$ cat src/rtl/reset_sequencer_if.sv
// Handshake bundle for the reset sequencer: start/ack/clear in, per-domain resets and status out.
// The master side drives start, acks and fault_clear; the slave side is the sequencer.
interface reset_sequencer_if #(
    parameter int NUM_DOMAINS = 4
);
    localparam int FDW = (NUM_DOMAINS > 1) ? $clog2(NUM_DOMAINS) : 1;

    logic                   start;
    logic [NUM_DOMAINS-1:0] domain_ack;
    logic                   fault_clear;
    logic [NUM_DOMAINS-1:0] domain_reset;
    logic                   seq_done;
    logic                   seq_fault;
    logic [FDW-1:0]         fault_domain;
    logic [3:0]             retry_count;

    modport master (
        output start, domain_ack, fault_clear,
        input  domain_reset, seq_done, seq_fault, fault_domain, retry_count
    );

    modport slave (
        input  start, domain_ack, fault_clear,
        output domain_reset, seq_done, seq_fault, fault_domain, retry_count
    );
endinterface

$ cat src/rtl/reset_sequencer.sv
// Releases NUM_DOMAINS resets one at a time, waiting for each domain's ack before
// moving on. An ack timeout latches a sticky fault; a lost start or ack aborts back to IDLE.
module reset_sequencer #(
    parameter int NUM_DOMAINS = 4,
    parameter int STEP_DELAY  = 16,
    parameter int ACK_TIMEOUT = 1024
) (
    input  logic              ext_clock,
    input  logic              system_areset,
    reset_sequencer_if.slave  bus
);
    localparam int FDW  = (NUM_DOMAINS > 1) ? $clog2(NUM_DOMAINS) : 1;
    localparam int TMAX = (ACK_TIMEOUT > STEP_DELAY) ? ACK_TIMEOUT : STEP_DELAY;
    localparam int TW   = $clog2(TMAX + 1);

    typedef enum logic [2:0] {
        IDLE, RELEASE, WAIT_ACK, GAP, DONE, ABORT, FAULT
    } state_t;

    state_t                 state, state_next;
    logic                   core_reset;
    logic [NUM_DOMAINS-1:0] ack_meta, ack_s;
    logic [FDW-1:0]         idx, idx_next;
    logic [TW-1:0]          timer, timer_next;
    logic [NUM_DOMAINS-1:0] domain_reset_q, domain_reset_next;
    logic                   seq_done_q, seq_fault_q;
    logic [FDW-1:0]         fault_domain_q, fault_domain_next;
    logic [3:0]             retry_q, retry_next;

    // Asserts with system_areset, drops on the first edge after release,
    // so the FSM makes its first decision on the second edge.
    always_ff @(posedge ext_clock or posedge system_areset) begin
        if (system_areset) core_reset <= 1'b1;
        else               core_reset <= 1'b0;
    end

    always_ff @(posedge ext_clock or posedge core_reset) begin
        if (core_reset) begin
            ack_meta <= '0;
            ack_s    <= '0;
        end else begin
            ack_meta <= bus.domain_ack;
            ack_s    <= ack_meta;
        end
    end

    always_ff @(posedge ext_clock or posedge core_reset) begin
        if (core_reset) begin
            state          <= IDLE;
            idx            <= '0;
            timer          <= '0;
            domain_reset_q <= '1;
            seq_done_q     <= 1'b0;
            seq_fault_q    <= 1'b0;
            fault_domain_q <= '0;
            retry_q        <= '0;
        end else begin
            state          <= state_next;
            idx            <= idx_next;
            timer          <= timer_next;
            domain_reset_q <= domain_reset_next;
            seq_done_q     <= (state_next == DONE);
            seq_fault_q    <= (state_next == FAULT);
            fault_domain_q <= fault_domain_next;
            retry_q        <= retry_next;
        end
    end

    // A dropped start beats both ack and timeout; an ack beats a coincident timeout.
    always_comb begin
        state_next        = state;
        idx_next          = idx;
        timer_next        = timer;
        domain_reset_next = domain_reset_q;
        fault_domain_next = fault_domain_q;
        retry_next        = retry_q;
        case (state)
            IDLE: begin
                domain_reset_next = '1;
                idx_next          = '0;
                timer_next        = '0;
                if (bus.start) state_next = RELEASE;
            end
            RELEASE: begin
                if (!bus.start) begin
                    state_next        = ABORT;
                    domain_reset_next = '1;
                    timer_next        = '0;
                end else begin
                    domain_reset_next[idx] = 1'b0;
                    timer_next             = '0;
                    state_next             = WAIT_ACK;
                end
            end
            WAIT_ACK: begin
                if (!bus.start) begin
                    state_next        = ABORT;
                    domain_reset_next = '1;
                    timer_next        = '0;
                end else if (ack_s[idx]) begin
                    timer_next = '0;
                    state_next = (idx == FDW'(NUM_DOMAINS - 1)) ? DONE : GAP;
                end else if (timer == TW'(ACK_TIMEOUT - 1)) begin
                    state_next        = FAULT;
                    domain_reset_next = '1;
                    timer_next        = '0;
                    fault_domain_next = idx;
                    retry_next        = (retry_q == 4'd15) ? retry_q : retry_q + 4'd1;
                end else begin
                    timer_next = timer + TW'(1);
                end
            end
            GAP: begin
                if (!bus.start) begin
                    state_next        = ABORT;
                    domain_reset_next = '1;
                    timer_next        = '0;
                end else if (timer == TW'(STEP_DELAY - 1)) begin
                    timer_next = '0;
                    idx_next   = idx + FDW'(1);
                    state_next = RELEASE;
                end else begin
                    timer_next = timer + TW'(1);
                end
            end
            DONE: begin
                if (!bus.start || !(&ack_s)) begin
                    state_next        = ABORT;
                    domain_reset_next = '1;
                    timer_next        = '0;
                end
            end
            ABORT: begin
                domain_reset_next = '1;
                if (timer == TW'(STEP_DELAY - 1)) begin
                    timer_next = '0;
                    state_next = IDLE;
                end else begin
                    timer_next = timer + TW'(1);
                end
            end
            FAULT: begin
                domain_reset_next = '1;
                if (bus.fault_clear) state_next = IDLE;
            end
            default: begin
                state_next        = IDLE;
                domain_reset_next = '1;
            end
        endcase
    end

    assign bus.domain_reset = domain_reset_q;
    assign bus.seq_done     = seq_done_q;
    assign bus.seq_fault    = seq_fault_q;
    assign bus.fault_domain = fault_domain_q;
    assign bus.retry_count  = retry_q;
endmodule

$ cat src/flat_wrapper.sv
// flat-port wrapper written by rule: the top's interface ports become plain ports
module reset_sequencer_flat 
#(
    parameter int NUM_DOMAINS = 4,
    parameter int STEP_DELAY  = 16,
    parameter int ACK_TIMEOUT = 1024
)
  (ext_clock, system_areset, bus_start, bus_domain_ack, bus_fault_clear, bus_domain_reset, bus_seq_done, bus_seq_fault, bus_fault_domain, bus_retry_count);
  reset_sequencer_if #(.NUM_DOMAINS(NUM_DOMAINS)) bus_i ();
  input  logic ext_clock;
  input  logic system_areset;
  input wire logic [$bits(bus_i.start)-1:0] bus_start;
  input wire logic [$bits(bus_i.domain_ack)-1:0] bus_domain_ack;
  input wire logic [$bits(bus_i.fault_clear)-1:0] bus_fault_clear;
  output wire logic [$bits(bus_i.domain_reset)-1:0] bus_domain_reset;
  output wire logic [$bits(bus_i.seq_done)-1:0] bus_seq_done;
  output wire logic [$bits(bus_i.seq_fault)-1:0] bus_seq_fault;
  output wire logic [$bits(bus_i.fault_domain)-1:0] bus_fault_domain;
  output wire logic [$bits(bus_i.retry_count)-1:0] bus_retry_count;
  assign bus_i.start = bus_start;
  assign bus_i.domain_ack = bus_domain_ack;
  assign bus_i.fault_clear = bus_fault_clear;
  assign bus_domain_reset = bus_i.domain_reset;
  assign bus_seq_done = bus_i.seq_done;
  assign bus_seq_fault = bus_i.seq_fault;
  assign bus_fault_domain = bus_i.fault_domain;
  assign bus_retry_count = bus_i.retry_count;
  reset_sequencer #(.NUM_DOMAINS(NUM_DOMAINS), .STEP_DELAY(STEP_DELAY), .ACK_TIMEOUT(ACK_TIMEOUT)) u_core (.ext_clock(ext_clock), .system_areset(system_areset), .bus(bus_i));
endmodule
$ cat config.mk
export PLATFORM = sky130hd
export DESIGN_NAME = reset_sequencer_flat
export DESIGN_NICKNAME = d
export VERILOG_FILES = /design/src/rtl/reset_sequencer_if.sv /design/src/rtl/reset_sequencer.sv /design/src/flat_wrapper.sv
export SDC_FILE = /design/constraint.sdc
export NUM_CORES = 1
export LEC_CHECK = 0
export BUFFER_PORTS_ARGS = -buffer_cell sky130_fd_sc_hd__buf_2
export CAP_MARGIN = 20
export CORE_MARGIN = 5
export CORE_UTILIZATION = 30
export CTS_BUF_LIST = sky130_fd_sc_hd__clkbuf_8
export CTS_CLUSTER_DIAMETER = 200
export CTS_CLUSTER_SIZE = 25
export DETAILED_ROUTE_END_ITERATION = 10
export MAX_ROUTING_LAYER = met4
export PLACE_DENSITY = 0.54
export SETUP_SLACK_MARGIN = 0.15
export SLEW_MARGIN = 20
export SYNTH_ARGS = -nofsm -noshare
export SYNTH_HDL_FRONTEND = slang
export SYNTH_SLANG_ARGS = --single-unit
$ cat constraint.sdc
create_clock -name ext_clock -period 2.5 [get_ports ext_clock]
set_input_delay 0.5 -clock ext_clock [delete_from_list [all_inputs] [get_ports ext_clock]]
set_output_delay 0.5 -clock ext_clock [all_outputs]
set_load 0.01 [all_outputs]
== Word level (Yosys, flattened, before mapping) ==
Index checks and enable logic that the tools add are counted.
Storage, ports and cells
  memories kept: 0
  RAM bits: 0
  logic and storage cells: 85
  output and inout port bits: 12
  bits in registers: 37
  bits in latches: 0
  bits of input ports: 8
  bits in read-only memories: 0
Operators by class
  multiply operators: 0
  $add $sub $neg: 3
  div/mod/pow operators: 0
  multiplexer cells: 33
  bitwise gates (word level): 4
  reduce and logical (&&, ||, !) cells: 14
  shifts and indexed selects: 0
  equal/unequal tests: 18
  magnitude comparators: 2
Operators by type and width (number)
  $mux 11: 6
  $pmux 11 s5: 1
  $mux 3: 11
  $mux 4: 6
  $pmux 3 s7: 1
  $pmux 4 s4: 1
  $eq 3x3->1 const B: 5
  $reduce_and 4->1: 3
  $add 11x1->11 const B: 1
  $eq 11x10->1 const B: 1
  $eq 11x4->1 const B: 1
  $eq 3x2->1 const B: 2
  $reduce_and 5->1: 1
  $reduce_bool 5->1: 1
  $add 4x1->4 const B: 1
  $and 4x4->4: 1
  $eq 4x4->1 const B: 1
  $mux 2: 2
  $ne 2x1->1 const B: 2
  $ne 2x2->1 const B: 2
  $not 4->4: 1
  $pmux 2 s2: 1
  $eq 3x1->1 const B: 1
  $logic_not 3->1: 1
  other kinds (17): 20

== Longest topological paths before layout ==
  depth in word-level cells: 8
  mapped depth: 8

== Worst setup path before layout ==
OpenSTA, ideal clock, no wires.
  kind: register to register
  start: register u_core.idx[1]
  end: register u_core.retry_q[3] (netlist: u_core.bus.retry_count[3])
  library setup time: 0.128 ns
  buffers on the path: 1
  path slack: 0.385 ns
  arrival: 1.987 ns
  data required time: 2.372 ns
  stages on the path, launching flop included: 7
  path through: dfrtp_1 > mux4_2 > nor4_4 > and3_1 > buf_4 > nand4_1 > mux2_1
Between the ends
  cells in the longest elaborated chain, start to end: 4
Ends and longest elaborated chain
  start: declaration: RTL line reset_sequencer.sv:23  | logic [FDW-1:0] idx, idx_next;
  start signal: assignment: RTL line reset_sequencer.sv:59  | idx <= idx_next;
  $bmux 1 s2: RTL line reset_sequencer.sv:100  | end else if (ack_s[idx]) begin
  $mux 1 (implied by the code): RTL line reset_sequencer.sv:100
  $not 1->1 (no line)
  $reduce_and 5->1 (no line)
  end signal: assignment: RTL line reset_sequencer.sv:65  | retry_q <= retry_next;
  end: declaration: RTL line reset_sequencer.sv:28  | logic [3:0] retry_q, retry_next;
Every way passes these cells. The select of a mux whose other input is x is not followed.
A chain may end at the register's enable or synchronous reset.

== Worst setup path in the final report ==
  start: register u_core.idx[1]
  end: register u_core.domain_reset_q[3] (netlist: u_core.bus.domain_reset[3])
Between the ends
  cells in the longest elaborated chain, start to end: 8
  elaborated cells on any way between the ends: 13
  classes of those cells: 2 x order compare; 1 x eq/ne; 6 x mux; 2 x bitwise; 2 x reduce/logical
Ends and longest elaborated chain
  $lt 2x3->1 (implied by the code) or $ge 2x1->1 (tied branches): RTL line reset_sequencer.sv:90  | domain_reset_next[idx] = 1'b0;
  $logic_and 1x1->1 (implied by the code): RTL line reset_sequencer.sv:90
  $mux 1 (implied by the code): RTL line reset_sequencer.sv:90
  $demux 1 s2
  $not 4->4 (no line)
  $and 4x4->4 (no line)
  $mux 4: RTL line reset_sequencer.sv:85  | if (!bus.start) begin
  $pmux 4 s4: RTL line reset_sequencer.sv:77  | case (state)
  end signal: assignment: RTL line reset_sequencer.sv:61  | domain_reset_q <= domain_reset_next;
  end: declaration: RTL line reset_sequencer.sv:25  | logic [NUM_DOMAINS-1:0] domain_reset_q, domain_reset_next;
Several ways; a longest one is shown, not always the timed one. The select of a mux whose other input is x is not followed.

==> impl_metrics.ini <==
[setup_path]
crit_path_max_incr_delay_ns = 0.60
cp_slowest_cell = or4_4
arrival_ns = 2.42
startpoint_type = flop
critPathKind = reg2reg
crit_fanout = 6
cp-end-kind = flop
worstPathCellList = mux4_2 -> or4_4 -> o31ai_4 -> nand2_1 -> a21o_1
cp_data_required_time_ns = 2.72

[global_route]
antenna_found_initial = 0
grt_overflow_total = 0
grt_pass1_wl_mm = 7.003
grt.total_usage = 0.1160
grt_pass1_vias = 1411
grt_max_degree = 37

[sta]
layout_setup_ws_ns = 0.2973
min_period_ns = 2.203
max_freq_mhz = 454.0
slew_headroom = 0.5887
finalSetupTns_ns = 0
grt_setup_unrepaired = false
setup_viol = 0
worstMarginPinSlew_ns = 0.6122
clock_skew_ns = 0.006039
drv_slew = 0
hold_slack_ns = 0.1874
final.period_utilization = 0.8811
finalHoldViolCount = 0

[yosys]
syn_nets = 202
ys.flop_type = dfrtp_1
ys_seq_area_frac = 0.4901
postSynthCellCount = 188
synth-async-reset-ratio = 1.000
synth_edf_count = 0
synth_area_um2 = 1902
avgSynthCellArea_um2 = 10.12
ys_warn_count = 0
ys_types = 45
yosys_register_bits = 37

[clock_tree]
cts_buffer_depth = 2
ctsResizeCount = 0
clock_sinks = 37
cts_root_buffer = clkbuf_8
cts_tree = yes
path_clk_slew_ns = 0.08
htree_levels = 2
cts-buffers-inserted = 5
postCtsSetupBuffers = 0
clock_latency_ns = 0.29
hold_buffers = 0

[placed_design]
io_buffers = 19
post_dp_cell_area_um2 = 2098
place_congestion = 0.8708
place_ws_ns = 0.2411
dp_hpwl_mm = 2.825

[pwr]
leakage_nw = 0.9746
irDropWorstVdd_v = 0.0002915
p_per_area_nw_per_um2 = 781.8

[finish]
syn_to_final_growth_pct = 15.26
multiInputGateArea_um2 = 897.1
finalInstanceArea_um2 = 2192
fin_util = 0.3512
fill_cells = 648
antenna_cells = 0
drive_gt1_frac = 0.2254
finalNetCount = 226
regArea_um2 = 933.4

[route]
vias = 1458
first_pass_iters = 4
antenna_left = 0
wl_per_cell_um = 13.64
vias_per_cell = 5.028
drt_iter0_markers = 117
wl_mm = 3.956
drc = 0

[die]
dieWidth_um = 89.62
ios = 20
core_um2 = 6241
start_util = 0.3047
rows = 29
die_area_um2 = 8032
dieHeight_um = 89.62

[run]
max_cap_viol_count = 0

[status]
status = finished clean

[min_path]
hold_path_class = in2async
registers in the layout (all words and copies together), names as in the netlist, 2 cells and up:
name / flops
u_core.idx: 2
u_core.bus.domain_reset: 4
u_core.bus.fault_domain: 2
u_core.state: 3
u_core.ack_s: 4
u_core.ack_meta: 4
u_core.timer: 11
u_core.bus.retry_count: 4
kinds of logic (layout without fill, tap and decap cells):
family          count (synthesis)  in the layout  share of synthesized area
flops                          37             37                     0.4901
other cells                     1              1                   0.001972
xor+xnor                        1              1                   0.004606
mux                             6              6                    0.04079
fa+ha+maj                       6              6                    0.03947
simple gates                   64             64                     0.1862
compound gates                 55             55                     0.1980
buf+inv                        18             43                    0.03882
cell usage after synthesis (3+ instances only):
library cell | instances | area share
a21o_1 | 9 | 0.036
a21oi_1 | 10 | 0.026
a31oi_1 | 4 | 0.013
and3_1 | 8 | 0.026
clkbuf_1 | 4 | 0.0079
dfrtp_1 | 32 | 0.42
dfstp_2 | 5 | 0.069
ha_1 | 6 | 0.039
inv_1 | 11 | 0.022
mux2_2 | 3 | 0.018
nand2_1 | 14 | 0.028
nand2b_1 | 4 | 0.013
nand3_1 | 8 | 0.021
nand4_1 | 4 | 0.013
nor2_1 | 10 | 0.020
nor3_1 | 4 | 0.011
nor3b_1 | 4 | 0.016
o21ai_0 | 15 | 0.039
o32ai_1 | 3 | 0.014
per-layer routing:
layer  wire length (um)  vias up  GRT usage
met5                  0        -          -
met3                160        2    0.02737
met1               1955      698     0.1583
li1                   -      734          -
met2               1812       24     0.1702
met4                 27        0    0.03654
power by group:
| group | internal [W] | switching (W) |
|---|---|---|
| Sequential | 0.000663 | 0.000127 |
| Combinational | 0.000206 | 0.000299 |
| Clock | 0.000195 | 0.000223 |
critical path: cells and delay by family (launching register included):
family | cells | cell delay (ns)
and+or+nand+nor | 2 | 0.68
muxes | 1 | 0.59
AOI/OAI and AO/OA | 2 | 0.44
DFF | 1 | 0.43
cell type report:
type	count	area share
clock buffers	5	0.03139
clock inverters	3	0.01027
inverters	11	0.01884
multi-input cells	133	0.4092
flip-flops and latches	37	0.4258
well taps	77	0.04395
repair buffers	24	0.06050
path summary, 6_finish.rpt:
check | endpoint | start | slack, ns | cells past startpoint
min reg2reg | u_core.ack_s[1] | u_core.ack_meta[1] | 0.35 | 0
min | u_core.core_reset | system_areset | 0.19 | 2
max reg2reg | u_core.bus.domain_reset[3] | u_core.idx[1] | 0.30 | 5
max in group asynchronous | u_core.idx[1] | u_core.core_reset | 1.79 | 2
min in group ext_clock | u_core.ack_meta[3] | bus_domain_ack[3] | 0.31 | 1
max | u_core.bus.domain_reset[3] | u_core.idx[1] | 0.30 | 5
metrics by stage:
step                      instances  total power (W)
after floorplan                 188         0.001159
after global placement          282         0.001308
after detailed placement        282         0.001302
after CTS                       290         0.001738
after global routing            290         0.001837
final                           290         0.001714
cell usage in the layout (no fill, tap or decap), drive strengths merged, types with 5 or more instances in the layout:
| cell | synthesis | final |
|---|---|---|
| o21ai | 15 | 15 |
| dfstp | 5 | 5 |
| a21o | 9 | 9 |
| and3 | 8 | 8 |
| nor2 | 10 | 10 |
| inv | 11 | 11 |
| a21oi | 11 | 11 |
| nand3 | 8 | 8 |
| dfrtp | 32 | 32 |
| ha | 6 | 6 |
| nand2 | 14 | 14 |
| buf | 3 | 24 |
| clkbuf | 4 | 5 |
No activity file was read; power rests on OpenSTA's default activity.
